==> src/rtl/triad_output_arbiter.sv <==
// -----------------------------------------------------------------------------
// triad_output_arbiter
//
// Shares one valid/ready output channel between NB_TRIADS triad_manager
// instances. Each triad's 102-bit sensor_iterations word is captured into a
// one-deep holding slot on its data_avl pulse. Full slots are granted
// round-robin. After the downstream accepts a word, the owning triad receives
// a one-cycle reset_parser pulse that re-arms its parser.
//
// Optional feature macro: TRIAD_TIMESTAMP_EN
//   When defined, sys_ts is captured per slot (including on overwrite) and
//   presented on out_ts alongside the granted word. When undefined, the
//   sys_ts/out_ts ports and all timestamp registers are absent.
//
// Ports:
//   clk_72MHz               in   system clock
//   reset                   in   synchronous, active-high reset
//   triad_data_avl          in   per-triad one-cycle data_avl pulse
//   triad_sensor_iterations in   concatenated words, triad i at [i*102 +: 102]
//   triad_reset_parser      out  one-cycle reset_parser pulse per triad
//   out_valid / out_ready        output handshake
//   out_data                out  granted sensor_iterations word
//   out_triad_id            out  index of the granted triad
//   out_ts                  out  capture timestamp (TRIAD_TIMESTAMP_EN only)
//   sys_ts                  in   system timestamp (TRIAD_TIMESTAMP_EN only)
//   overflow_count          out  words overwritten before grant (saturating)
//   drop_count              out  words discarded by timeout (saturating)
// -----------------------------------------------------------------------------
module triad_output_arbiter #(
  parameter int NB_TRIADS      = 4,
  parameter int ID_W           = 2,
  parameter int TIMEOUT_CYCLES = 72000
) (
  input  logic                    clk_72MHz,
  input  logic                    reset,
  input  logic [NB_TRIADS-1:0]    triad_data_avl,
  input  logic [NB_TRIADS*102-1:0] triad_sensor_iterations,
  output logic [NB_TRIADS-1:0]    triad_reset_parser,
  output logic                    out_valid,
  input  logic                    out_ready,
  output logic [101:0]            out_data,
  output logic [ID_W-1:0]         out_triad_id,
`ifdef TRIAD_TIMESTAMP_EN
  output logic [23:0]             out_ts,
  input  logic [23:0]             sys_ts,
`endif
  output logic [15:0]             overflow_count,
  output logic [15:0]             drop_count
);

  typedef enum logic [1:0] {
    IDLE    = 2'd0,
    PRESENT = 2'd1,
    RELEASE = 2'd2
  } state_e;

  // Age counter only needs to reach TIMEOUT_CYCLES-1.
  localparam int AGE_W = (TIMEOUT_CYCLES > 1) ? $clog2(TIMEOUT_CYCLES) : 1;
  localparam logic [AGE_W-1:0] AGE_LAST =
    (TIMEOUT_CYCLES > 0) ? AGE_W'(TIMEOUT_CYCLES - 1) : {AGE_W{1'b0}};
  localparam bit TIMEOUT_EN = (TIMEOUT_CYCLES != 0);

  // Saturating add of a per-cycle event count to a 16-bit counter.
  function automatic logic [15:0] sat_add(input logic [15:0] acc, input logic [3:0] inc);
    logic [16:0] sum;
    sum = {1'b0, acc} + {13'd0, inc};
    return sum[16] ? 16'hFFFF : sum[15:0];
  endfunction

  state_e                 state_q, state_d;
  logic [ID_W-1:0]        rr_ptr_q, rr_ptr_d;
  logic [ID_W-1:0]        sel_q, sel_d;
  logic [NB_TRIADS-1:0]   full_q, full_d;
  logic [101:0]           slot_q [NB_TRIADS];
  logic [101:0]           slot_d [NB_TRIADS];
  logic [AGE_W-1:0]       age_q  [NB_TRIADS];
  logic [AGE_W-1:0]       age_d  [NB_TRIADS];
  logic                   out_valid_q, out_valid_d;
  logic [101:0]           out_data_q, out_data_d;
  logic [ID_W-1:0]        out_triad_id_q, out_triad_id_d;
  logic [NB_TRIADS-1:0]   reset_parser_q, reset_parser_d;
  logic [15:0]            overflow_count_q, overflow_count_d;
  logic [15:0]            drop_count_q, drop_count_d;
`ifdef TRIAD_TIMESTAMP_EN
  logic [23:0]            ts_q [NB_TRIADS];
  logic [23:0]            ts_d [NB_TRIADS];
  logic [23:0]            out_ts_q, out_ts_d;
`endif

  logic                   pick_found;
  logic [ID_W-1:0]        pick_idx;
  logic [ID_W:0]          cand_raw;
  logic [ID_W:0]          cand;
  logic                   grant;
  logic [3:0]             ovf_n;
  logic [3:0]             drop_n;

  // Round-robin search: walk from the highest offset down so the lowest
  // offset from rr_ptr (first in search order) is the last, winning write.
  always_comb begin
    pick_found = 1'b0;
    pick_idx   = rr_ptr_q;
    cand_raw   = {(ID_W+1){1'b0}};
    cand       = {(ID_W+1){1'b0}};
    for (int k = NB_TRIADS - 1; k >= 0; k--) begin
      cand_raw   = {1'b0, rr_ptr_q} + (ID_W+1)'(k);
      cand       = (cand_raw >= (ID_W+1)'(NB_TRIADS)) ? (cand_raw - (ID_W+1)'(NB_TRIADS)) : cand_raw;
      pick_idx   = full_q[cand[ID_W-1:0]] ? cand[ID_W-1:0] : pick_idx;
      pick_found = pick_found | full_q[cand[ID_W-1:0]];
    end
  end

  // Grant FSM: next state, output register loads and reset_parser pulse.
  always_comb begin
    state_d        = state_q;
    rr_ptr_d       = rr_ptr_q;
    sel_d          = sel_q;
    out_valid_d    = out_valid_q;
    out_data_d     = out_data_q;
    out_triad_id_d = out_triad_id_q;
    reset_parser_d = {NB_TRIADS{1'b0}};
    grant          = 1'b0;
`ifdef TRIAD_TIMESTAMP_EN
    out_ts_d       = out_ts_q;
`endif
    case (state_q)
      IDLE: begin
        if (pick_found) begin
          grant          = 1'b1;
          sel_d          = pick_idx;
          out_data_d     = slot_q[pick_idx];
          out_triad_id_d = pick_idx;
          out_valid_d    = 1'b1;
`ifdef TRIAD_TIMESTAMP_EN
          out_ts_d       = ts_q[pick_idx];
`endif
          state_d        = PRESENT;
        end else begin
          state_d = IDLE;
        end
      end
      PRESENT: begin
        if (out_valid_q && out_ready) begin
          out_valid_d           = 1'b0;
          reset_parser_d[sel_q] = 1'b1;
          rr_ptr_d = (sel_q == ID_W'(NB_TRIADS - 1)) ? {ID_W{1'b0}} : (sel_q + {{(ID_W-1){1'b0}}, 1'b1});
          state_d  = RELEASE;
        end else begin
          state_d = PRESENT;
        end
      end
      RELEASE: begin
        state_d = IDLE;
      end
      default: begin
        state_d = IDLE;
      end
    endcase
  end

  // Slot bookkeeping: capture beats grant/timeout; grant beats timeout.
  always_comb begin
    ovf_n  = 4'd0;
    drop_n = 4'd0;
    full_d = full_q;
    for (int i = 0; i < NB_TRIADS; i++) begin
      slot_d[i] = slot_q[i];
      age_d[i]  = age_q[i];
`ifdef TRIAD_TIMESTAMP_EN
      ts_d[i]   = ts_q[i];
`endif
      if (triad_data_avl[i]) begin
        // A capture on the slot being granted keeps the new word queued and
        // is not an overflow: the old word is leaving via the grant.
        ovf_n     = ovf_n + {3'b000, (full_q[i] && !(grant && (pick_idx == ID_W'(i))))};
        slot_d[i] = triad_sensor_iterations[i*102 +: 102];
        full_d[i] = 1'b1;
        age_d[i]  = {AGE_W{1'b0}};
`ifdef TRIAD_TIMESTAMP_EN
        ts_d[i]   = sys_ts;
`endif
      end else if (full_q[i]) begin
        if (grant && (pick_idx == ID_W'(i))) begin
          full_d[i] = 1'b0;
          age_d[i]  = {AGE_W{1'b0}};
        end else if (TIMEOUT_EN && (age_q[i] == AGE_LAST)) begin
          full_d[i] = 1'b0;
          age_d[i]  = {AGE_W{1'b0}};
          drop_n    = drop_n + 4'd1;
        end else if (TIMEOUT_EN) begin
          age_d[i] = age_q[i] + {{(AGE_W-1){1'b0}}, 1'b1};
        end else begin
          age_d[i] = age_q[i];
        end
      end else begin
        age_d[i] = age_q[i];
      end
    end
    overflow_count_d = sat_add(overflow_count_q, ovf_n);
    drop_count_d     = sat_add(drop_count_q, drop_n);
  end

  // State register with synchronous reset; reset drops any transfer silently.
  always_ff @(posedge clk_72MHz) begin
    if (reset) begin
      state_q          <= IDLE;
      rr_ptr_q         <= {ID_W{1'b0}};
      sel_q            <= {ID_W{1'b0}};
      full_q           <= {NB_TRIADS{1'b0}};
      out_valid_q      <= 1'b0;
      out_data_q       <= 102'd0;
      out_triad_id_q   <= {ID_W{1'b0}};
      reset_parser_q   <= {NB_TRIADS{1'b0}};
      overflow_count_q <= 16'd0;
      drop_count_q     <= 16'd0;
`ifdef TRIAD_TIMESTAMP_EN
      out_ts_q         <= 24'd0;
`endif
      for (int i = 0; i < NB_TRIADS; i++) begin
        slot_q[i] <= 102'd0;
        age_q[i]  <= {AGE_W{1'b0}};
`ifdef TRIAD_TIMESTAMP_EN
        ts_q[i]   <= 24'd0;
`endif
      end
    end else begin
      state_q          <= state_d;
      rr_ptr_q         <= rr_ptr_d;
      sel_q            <= sel_d;
      full_q           <= full_d;
      out_valid_q      <= out_valid_d;
      out_data_q       <= out_data_d;
      out_triad_id_q   <= out_triad_id_d;
      reset_parser_q   <= reset_parser_d;
      overflow_count_q <= overflow_count_d;
      drop_count_q     <= drop_count_d;
`ifdef TRIAD_TIMESTAMP_EN
      out_ts_q         <= out_ts_d;
`endif
      for (int i = 0; i < NB_TRIADS; i++) begin
        slot_q[i] <= slot_d[i];
        age_q[i]  <= age_d[i];
`ifdef TRIAD_TIMESTAMP_EN
        ts_q[i]   <= ts_d[i];
`endif
      end
    end
  end

  assign out_valid          = out_valid_q;
  assign out_data           = out_data_q;
  assign out_triad_id       = out_triad_id_q;
  assign triad_reset_parser = reset_parser_q;
  assign overflow_count     = overflow_count_q;
  assign drop_count         = drop_count_q;
`ifdef TRIAD_TIMESTAMP_EN
  assign out_ts             = out_ts_q;
`endif

endmodule

==> config.mk <==
export PLATFORM = sky130hd
export DESIGN_NAME = triad_output_arbiter
export DESIGN_NICKNAME = d
export VERILOG_FILES = /design/src/rtl/triad_output_arbiter.sv
export SDC_FILE = /design/constraint.sdc
export NUM_CORES = 1
export LEC_CHECK = 0
export ABC_AREA = 0
export BUFFER_PORTS_ARGS = -buffer_cell sky130_fd_sc_hd__buf_2
export CAP_MARGIN = 20
export CELL_PAD_IN_SITES_DETAIL_PLACEMENT = 2
export CELL_PAD_IN_SITES_GLOBAL_PLACEMENT = 2
export CORE_MARGIN = 10
export CORE_UTILIZATION = 36
export DETAILED_ROUTE_END_ITERATION = 12
export GPL_TIMING_DRIVEN = 0
export PLACE_DENSITY_LB_ADDON = 0.2
export SKIP_CTS_REPAIR_TIMING = 1
export SYNTH_ARGS = -nofsm -noshare
export SYNTH_HDL_FRONTEND = slang
export SYNTH_SLANG_ARGS = --single-unit
==> constraint.sdc <==
create_clock -name clk_72MHz -period 5.75 [get_ports clk_72MHz]
set_input_delay 0.8625 -clock clk_72MHz [delete_from_list [all_inputs] [get_ports clk_72MHz]]
set_output_delay 0.8625 -clock clk_72MHz [all_outputs]
set_load 0.02 [all_outputs]
==> flow_summary_export.csv, run 1 <==
group,metric,value,unit
timing,tightest_slew,1.10,ns
clock_network,h-tree-depth,3,
clock_network,clock_path_buffers,3,
critical_path,crit_chain,"inv_2, a311o_2, and3_1, buf_2, buf_4, buf_4, a31oi_2, ha_1, mux2_2, ha_1, mux2_2, ha_1, ha_1, mux2_2, fa_1, a21o_1, a21oi_4, buf_4, nor2_1, nand2_1, xor2_1, a21oi_1",
synthesis,synth_cells,2448,
drt,wire_per_inst,27.5,um
critical_path,crit_path_top_delay_cell,"dfxtp_1",
pwr,p_sw_share,28.6,%
timing,setup_viol,0,
critical_path,startpoint_type,"flop",
timing,skew,0.0282,ns
die,core-area,78700,um^2
timing,hold_viol_final,0,
critical_path,max_stage_delay,0.50,ns
pwr,finalPower,11.9,mW
timing,max_slew_margin,26.6,%
place,dp_slack,-0.539,ns
clock_network,cts_sinks,625,
synthesis,ys_warn_count,0,
die,rows,103,
drt,drt_iter0_markers,1364,
global_route,grt_pass1_vias,25592,
clock_network,cts_tree,"built",
timing,hold_slack,0.462,ns
pwr,pwr_density_cell,336,nW/um^2
synthesis,syn_avg_cell_area,11.6,um^2
timing,final.period_utilization,96.5,%
drt,drt-pass1-iter-count,5,
pwr,vdd_drop_max,0.229,mV
global_route,antenna_found_initial,48,
pwr,intPower,8.47,mW
critical_path,cp-end-kind,"flop",
worst_hold_path,hold_path.class,"reg -> reg",
drt,route.detailed.drc,0,
drt,vias_per_cell,5.44,
timing,tns,0,ns
global_route,grt_first_pass_wirelength,168000,um
cells_and_area,final_common_cell,"buf_2",
pwr,p_switching,3.40,mW
pwr,p_leak,14.0,nW
outcome,status,"completed",
drt,wl,116000,um
drt,routed-via-count,23021,
synthesis,synth-async-reset-ratio,0,%
clock_network,worstSkewPairLatency,0.64,ns
critical_path,required,6.23,ns
cells_and_area,fillers,8130,
synthesis,synth_seq_cells,625,
synthesis,synth_edf_count,408,
synthesis,synth_fp_nets,2889,
timing,min_period,5.55,ns
critical_path,crit_buf_inv,5,
synthesis,syn_area,28500,um^2
timing,setup_ws,0.203,ns
die,io_pins,556,
timing,maxSlewViolCount,0,
pwr,seqPwrFrac,44.8,%
critical_path,cp.arrival,6.03,ns
synthesis,synth_ff_type,"edfxtp_1",
critical_path,crit_type,"reg -> reg",
place,place_congestion,0.840,
cells_and_area,final_cell_mix,"buf_2, and2_1, edfxtp_1",
die,die_area,90700,um^2
synthesis,yosysSeqAreaShare,58.3,%
place,dpl_cell_area,32800,um^2
die,fp.dieW,301,um
clock_network,cts.clk_slew.worst_paths,0.06,ns
global_route,gr-usage-all-layers,24.6,%
drt,ant_nets,0,
global_route,grt_max_degree,63,
place,hpwlAfterDp,88400,um
timing,maxClockFrequency,0.180,GHz
pwr,power_frac_comb,16.2,%
die,die_h,301,um
clock_network,root_buffer,"clkbuf_16",
critical_path,path_max_fanout,10,
critical_path,cp_top_family,"adder cells",
synthesis,synth_cell_type_count,78,
clock_network,numCtsBuffers,72,
global_route,grt-ovfl-total,0,
pwr,pwr-share-clk,38.9,%
place,port_buffers,553,
cells_and_area,fin_area,35300,um^2
critical_path,crit_path_frequent_cell,"ha_1",
die,initial_core_util,36.1,%
cells_and_area,final_nets,3536,
cells_and_area,syn_to_final_growth,24.1,%
cells_and_area,drive_above_1_share,24.3,%
run,drv_cap,0,
==> final cells by class <==
| type | count | area (um^2) | share of cell area [%] |
|---|---|---|---|
| clock inverter | 27 | 277 | 0.783 |
| inverter | 19 | 73.8 | 0.209 |
| sequential | 625 | 16600 | 47.0 |
| multi-input combinational | 1601 | 11000 | 31.0 |
| timing repair buffer | 573 | 3080 | 8.72 |
| tap | 1050 | 1310 | 3.72 |
| antenna | 24 | 60.1 | 0.170 |
| clock buffer | 106 | 2040 | 5.78 |
| buffer | 203 | 923 | 2.61 |
==> synthesized netlist by cell type (17+ instances only) <==
library cell | count | area [um^2]
a211oi_1 | 112 | 841
mux2i_1 | 109 | 1090
and4_1 | 107 | 937
clkbuf_1 | 164 | 616
ha_1 | 24 | 300
nand3_1 | 45 | 225
a311oi_1 | 35 | 307
and3_1 | 19 | 119
dfxtp_1 | 217 | 4340
edfxtp_1 | 408 | 12300
a21oi_1 | 178 | 891
inv_1 | 17 | 63.8
nand2_1 | 172 | 646
a211o_1 | 102 | 893
xnor2_1 | 18 | 158
and2_1 | 417 | 2610
nor2_1 | 50 | 188
==> routing by layer <==
layer / vias to the layer above / part of all wire (%) / GRT usage, %
met3: 227 / 5.7 / 5.56
met1: 11739 / 40 / 29.3
met2: 645 / 51 / 42.6
met5: - / 0.22 / 0
met4: 34 / 3.1 / 9.35
li1: 10376 / - / -
==> power groups by stage <==
| stage | sequential [mW] | clock (mW) | combinational (mW) |
|---|---|---|---|
| floorplan | 5.49 | 0 | 0.929 |
| global placement | 5.42 | 0 | 1.80 |
| detailed placement | 5.41 | 0 | 1.91 |
| CTS | 5.33 | 4.70 | 1.93 |
| global route | 5.36 | 4.87 | 2.07 |
| finish | 5.32 | 4.62 | 1.92 |
==> state kept, by name (all words and copies together), names as in the netlist <==
signal	flops
overflow_count	16
out_triad_id	2
drop_count	16
state_q	2
out_data	102
slot_q	408
age_q	68
rr_ptr_q	2
full_q	4
out_valid	1
triad_reset_parser	4
==> final timing paths <==
kind	start	end	slack, ns	cells past startpoint
setup / recovery	full_q[0]$_SDFF_PP0_	overflow_count[10]$_SDFF_PP0_	0.20	22
hold / removal	out_data[13]$_SDFFE_PP0N_	out_data[13]$_SDFFE_PP0N_	0.46	2
setup reg to reg	full_q[0]$_SDFF_PP0_	overflow_count[10]$_SDFF_PP0_	0.20	22
hold reg to reg	out_data[13]$_SDFFE_PP0N_	out_data[13]$_SDFFE_PP0N_	0.46	2
==> kinds of logic (layout without fill, tap and decap cells) <==
family          after synthesis  after routing  share of synthesized area (%)
flops                       625            625                           58.3
simple gates                916            916                           19.3
xor+xnor                     25             25                          0.769
mux                         115            115                           4.07
buf+inv                     222            928                           3.41
other cells                   0             24                              0
compound gates              519            519                           13.0
fa+ha+maj                    26             26                           1.20
==> worst min-delay path: stages (launching register included) <==
cell and delay [ns]:
dfxtp_1 0.31, nand2_1 0.05, a21oi_1 0.05
==> per-stage QoR <==
stage	instances	util, %
after floorplan	2448	-
after global placement	4051	41.3
after detailed placement	4062	41.7
after CTS	4195	44.6
after global routing	4221	44.8
final	4228	44.9
Note: power is estimated with default switching activity, not from simulation.
==> run 2: changes to the inputs <==
MAX_ROUTING_LAYER = met4   (was not set)
==> run 2 against run 1 <==
Compared with the run above:
- non-clock buffer count stayed put
- largest power group unchanged
- register-to-register slack better by 0.02 ns
- sequential cell count stayed put
- critical path type unchanged
- setup slack better by 0.024 ns
==> flow_summary_export.csv, run 2 (synthesized netlist as in run 1, its figures left out) <==
group,metric,value,unit
timing,hold_viol_final,0,
global_route,antenna_found_initial,49,
global_route,grt_first_pass_wirelength,168000,um
cells_and_area,drive_above_1_share,24.3,%
die,core-area,78700,um^2
die,io_pins,556,
pwr,finalPower,11.9,mW
pwr,pwr_density_cell,336,nW/um^2
die,initial_core_util,36.1,%
place,place_congestion,0.853,
timing,tns,0,ns
pwr,p_leak,14.0,nW
drt,drt_iter0_markers,1371,
global_route,grt_max_degree,63,
cells_and_area,largest-register,"slot_q",
cells_and_area,final_common_cell,"buf_2",
drt,routed-via-count,23001,
global_route,grt_pass1_vias,25570,
die,die_area,90700,um^2
cells_and_area,syn_to_final_growth,24.3,%
timing,min_period,5.52,ns
clock_network,clock_path_buffers,3,
critical_path,crit_type,"reg -> reg",
cells_and_area,fillers,8124,
drt,route.detailed.drc,0,
timing,setup_viol,0,
critical_path,cp.arrival,6.01,ns
timing,setup_ws,0.226,ns
drt,ant_nets,0,
timing,max_slew_margin,23.5,%
critical_path,path_max_fanout,10,
critical_path,startpoint_type,"flop",
drt,wl,117000,um
cells_and_area,ff_latch_area,16600,um^2
drt,wl_met2,59300,um
cells_and_area,multiInputGateArea,11000,um^2
timing,final.period_utilization,96.1,%
critical_path,cp-end-kind,"flop",
clock_network,cts_tree,"built",
die,die_h,301,um
drt,vias_per_cell,5.41,
global_route,grt-ovfl-total,0,
pwr,vdd_drop_max,0.231,mV
clock_network,h-tree-depth,3,
drt,wire_per_inst,27.6,um
timing,skew,0.0301,ns
clock_network,cts.clk_slew.worst_paths,0.06,ns
global_route,gr-usage-all-layers,25.3,%
clock_network,worstSkewPairLatency,0.65,ns
cells_and_area,final_nets,3536,
drt,wl_met1,48200,um
critical_path,required,6.23,ns
place,dp_slack,-0.539,ns
run,drv_cap,0,
place,hpwlAfterDp,88400,um
timing,maxClockFrequency,0.181,GHz
clock_network,cts_sinks,625,
timing,maxSlewViolCount,0,
cells_and_area,largest_reg_flops,408,
timing,tightest_slew,1.15,ns
clock_network,root_buffer,"clkbuf_16",
outcome,status,"completed",
place,port_buffers,553,
drt,wl_met3,6090,um
die,fp.dieW,301,um
cells_and_area,final_cell_mix,"buf_2, and2_1, edfxtp_1",
drt,drt-pass1-iter-count,5,
die,rows,103,
clock_network,numCtsBuffers,72,
worst_hold_path,hold_path.class,"reg -> reg",
drt,top_layer_used,"met4",
-- run 2: changes by cell type in the layout (fill, tap and decap cells not counted) --
cell | before | now
diode_2 | 24 | 45
-- run 2: final timing paths --
path | from | endpoint | slack, ns | cells past startpoint
worst max-delay path | full_q[0]$_SDFF_PP0_ | overflow_count[10]$_SDFF_PP0_ | 0.23 | 22
worst min-delay path | out_data[3]$_SDFFE_PP0N_ | out_data[3]$_SDFFE_PP0N_ | 0.46 | 2
worst max register to register | full_q[0]$_SDFF_PP0_ | overflow_count[10]$_SDFF_PP0_ | 0.23 | 22
worst min register to register | out_data[3]$_SDFFE_PP0N_ | out_data[3]$_SDFFE_PP0N_ | 0.46 | 2
-- run 2: critical path, cell delays in order (launching register included) --
cell     delay [ns]
dfxtp_1        0.49
inv_2          0.11
a311o_2        0.42
and3_1         0.16
buf_2          0.16
buf_4          0.22
buf_4          0.22
a31oi_2        0.26
ha_1           0.26
mux2_2         0.30
ha_1           0.30
mux2_2         0.28
ha_1           0.20
ha_1           0.27
mux2_2         0.30
fa_1           0.44
a21o_1         0.22
a21oi_4        0.19
buf_4          0.17
nor2_1         0.06
nand2_1        0.10
xor2_1         0.16
a21oi_1        0.08
-- run 2: cell type report --
| class | count | area share [%] |
|---|---|---|
| Sequential cell | 625 | 46.9 |
| Multi-Input combinational cell | 1601 | 31.0 |
| Timing Repair Buffer | 573 | 8.71 |
| Clock buffer | 106 | 5.77 |
| Tap cell | 1050 | 3.71 |
| Buffer | 203 | 2.61 |
| Clock inverter | 27 | 0.782 |
| Antenna cell | 45 | 0.318 |
| Inverter | 19 | 0.209 |
-- run 2: metrics by stage --
stage / hold slack (ns) / instance area, um^2 / utilization [%] / std cells
after floorplan: 0.431 / 28500 / - / 2448
after global placement: 0.443 / 32500 / 41.3 / 4051
after detailed placement: 0.451 / 32800 / 41.7 / 4062
after CTS: 0.459 / 35100 / 44.6 / 4195
after global routing: 0.483 / 35400 / 44.9 / 4246
final: 0.461 / 35400 / 44.9 / 4249
-- run 2: per-layer routing --
metal  track usage [%]  vias up
met2              42.5      658
met1              29.8    11751
met5                 -        -
met3              4.98      179
li1                  -    10413
met4              9.22        0
-- run 2: report_power, final --
| group | switching [mW] | total, mW | internal, mW |
|---|---|---|---|
| Clock | 1.98 | 4.64 | 2.66 |
| Combinational | 1.27 | 1.93 | 0.662 |
| Sequential | 0.173 | 5.33 | 5.15 |
| Total | 3.42 | 11.9 | 8.47 |
==> run 3: changes to the inputs <==
CORE_ASPECT_RATIO = 0.8   (was not set)
RECOVER_POWER = 100   (was not set)
==> run 3 against run 2 <==
Compared with the run above:
- sequential share of layout area grew 0.70 points
- highest routed layer unchanged
- global-route usage fell by 0.25 points
- hold slack worse by 0.0022 ns
- maximum frequency is 0.34% higher
- first-iteration DRC count is 6.1% higher
- die area hardly changed
- combinational power down 4%
- clock power down 3%
- cell count shrank 0.66%
- the flow now finishes with violations (max-capacitance violations, max-slew violations)
- largest power group unchanged
==> flow_summary_export.csv, run 3 (synthesized netlist as in run 1, its figures left out) <==
group,metric,value,unit
cells_and_area,fillers,8246,
critical_path,reg2reg_slack,0.24,ns
global_route,antenna_found_initial,49,
global_route,grt_first_pass_wirelength,166000,um
cells_and_area,final_common_cell,"buf_2",
cells_and_area,syn_to_final_growth,22.5,%
worst_hold_path,hold_path.class,"reg -> reg",
drt,ant_nets,0,
timing,skew,0.0210,ns
cells_and_area,ff_latch_area,16600,um^2
cells_and_area,final_cell_mix,"buf_2, edfxtp_1, clkbuf_1",
cells_and_area,largest-register,"slot_q",
pwr,vdd_drop_max,0.177,mV
die,io_pins,556,
timing,max_slew_margin,-134,%
clock_network,h-tree-depth,3,
run,drv_cap,8,
critical_path,crit_chain,"buf_6, inv_2, a311o_2, buf_4, a31oi_4, a21o_1, nor2_1, ha_1, o311ai_4, o31ai_4, ha_1, mux2_1, ha_1, and3_1, xnor2_1, ha_1, nor2b_1, o21a_1, o21ai_1, or3b_2, and4_1, a211oi_1",
place,place_congestion,0.827,
die,die_area,90800,um^2
critical_path,crit_path_top_delay_cell,"or3b_2",
pwr,pwr-share-clk,38.6,%
critical_path,startpoint_type,"flop",
critical_path,path_max_fanout,10,
drt,routed-via-count,22881,
pwr,power_frac_comb,15.8,%
pwr,p_sw_share,28.6,%
clock_network,root_buffer,"clkbuf_16",
cells_and_area,post-route-util,44.3,%
clock_network,clock_path_buffers,3,
clock_network,numCtsBuffers,70,
die,initial_core_util,36.2,%
cells_and_area,drive_above_1_share,18.9,%
timing,maxClockFrequency,0.182,GHz
cells_and_area,multiInputGateArea,10900,um^2
pwr,intPower,8.35,mW
global_route,grt_pass1_vias,25115,
drt,drt-pass1-iter-count,5,
clock_network,cts_tree,"built",
die,die_h,272,um
place,port_buffers,553,
timing,tightest_slew,3.51,ns
place,hpwlAfterDp,86000,um
timing,hold_viol_final,0,
pwr,p_switching,3.34,mW
clock_network,cts_sinks,625,
global_route,grt_max_degree,63,
die,rows,92,
drt,wire_per_inst,27.3,um
pwr,p_leak,12.9,nW
global_route,gr-usage-all-layers,25.1,%
timing,min_period,5.51,ns
critical_path,cp-end-kind,"flop",
drt,vias_per_cell,5.42,
critical_path,cp.arrival,6.03,ns
outcome,status,"complete, but fails checks",
die,core-area,78600,um^2
clock_network,cts.clk_slew.worst_paths,0.06,ns
timing,setup_viol,0,
cells_and_area,final_nets,3532,
clock_network,worstSkewPairLatency,0.62,ns
die,fp.dieW,334,um
global_route,grt-ovfl-total,0,
pwr,pwr_density_cell,335,nW/um^2
drt,drt_iter0_markers,1454,
drt,wl,115000,um
critical_path,crit_type,"reg -> reg",
critical_path,max_stage_delay,0.58,ns
timing,maxSlewViolCount,257,
drt,route.detailed.drc,0,
cells_and_area,largest_reg_flops,408,
critical_path,required,6.28,ns
outcome,violations,"max-capacitance violations, max-slew violations",
pwr,seqPwrFrac,45.6,%
pwr,finalPower,11.7,mW
timing,final.period_utilization,95.7,%
critical_path,crit_path_frequent_cell,"ha_1",
==> run 3: changes by cell type in the layout (fill, tap and decap cells not counted), sizes merged <==
cell	previous run	this run
clkbuf	272	432
clkinv	19	24
inv	23	21
clkinvlp	0	2
buf	610	441
diode	45	38
bufinv	4	3
==> run 3: metrics by stage <==
stage / cell area (um^2) / setup WS [ns] / hold slack, ns / instances / TNS (ns)
6_report: 34900 / 0.245 / 0.459 / 4221 / 0
5_1_grt: 34800 / -0.00801 / 0.472 / 4215 / -0.0101
4_1_cts: 35000 / -0.863 / 0.461 / 4173 / -16.21
3_5_place_dp: 32700 / -0.772 / 0.453 / 4043 / -14.68
3_3_place_gp: 32500 / -2.05 / 0.443 / 4035 / -681.62
2_1_floorplan: 28500 / 0.550 / 0.431 / 2448 / 0
==> run 3: worst max-delay path: cells and delay by family (launching register included) <==
kind / cells / cell delay, ns
AO/OA/AOI/OAI: 8 / 1.65
AND/OR/NAND/NOR: 5 / 1.26
adder cells (fa/ha/maj): 4 / 1.20
buffers and inverters: 3 / 0.44
multiplexers: 1 / 0.35
flip-flops: 1 / 0.32
XOR/XNOR: 1 / 0.17
==> run 3: area by class of cell <==
type                            instances  share of cell area (%)
Inverter                               19                   0.205
Buffer                                203                    2.44
Antenna cell                           38                   0.273
Clock inverter                         31                   0.714
Multi-Input combinational cell       1601                    31.4
Sequential cell                       625                    47.6
Clock buffer                           99                    5.78
Timing Repair Buffer                  571                    7.90
Tap cell                             1034                    3.71
==> run 3: path summary, 6_finish.rpt <==
| check | startpoint | end | cells past startpoint |
|---|---|---|---|
| hold reg to reg | out_data[24]$_SDFFE_PP0N_ | out_data[24]$_SDFFE_PP0N_ | 2 |
| setup / recovery | full_q[2]$_SDFF_PP0_ | drop_count[11]$_SDFF_PP0_ | 22 |
| setup reg to reg | full_q[2]$_SDFF_PP0_ | drop_count[11]$_SDFF_PP0_ | 22 |
| hold / removal | out_data[24]$_SDFFE_PP0N_ | out_data[24]$_SDFFE_PP0N_ | 2 |
==> run 3: layer usage <==
| metal | vias to the layer above | part of all wire, % | global-route usage, % |
|---|---|---|---|
| li1 | 10416 | - | - |
| met1 | 11634 | 42 | 30.7 |
| met2 | 638 | 50 | 41.5 |
| met3 | 193 | 5.0 | 4.54 |
| met4 | 0 | 2.8 | 8.51 |
| met5 | - | 0 | - |
==> run 3: power by group through the flow <==
stage	logic [mW]	clock network [mW]	registers, mW
floorplan	0.929	0	5.49
CTS	1.91	4.57	5.32
detailed placement	1.89	0	5.41
finish	1.85	4.51	5.33
global placement	1.80	0	5.42
global route	2.01	4.75	5.36
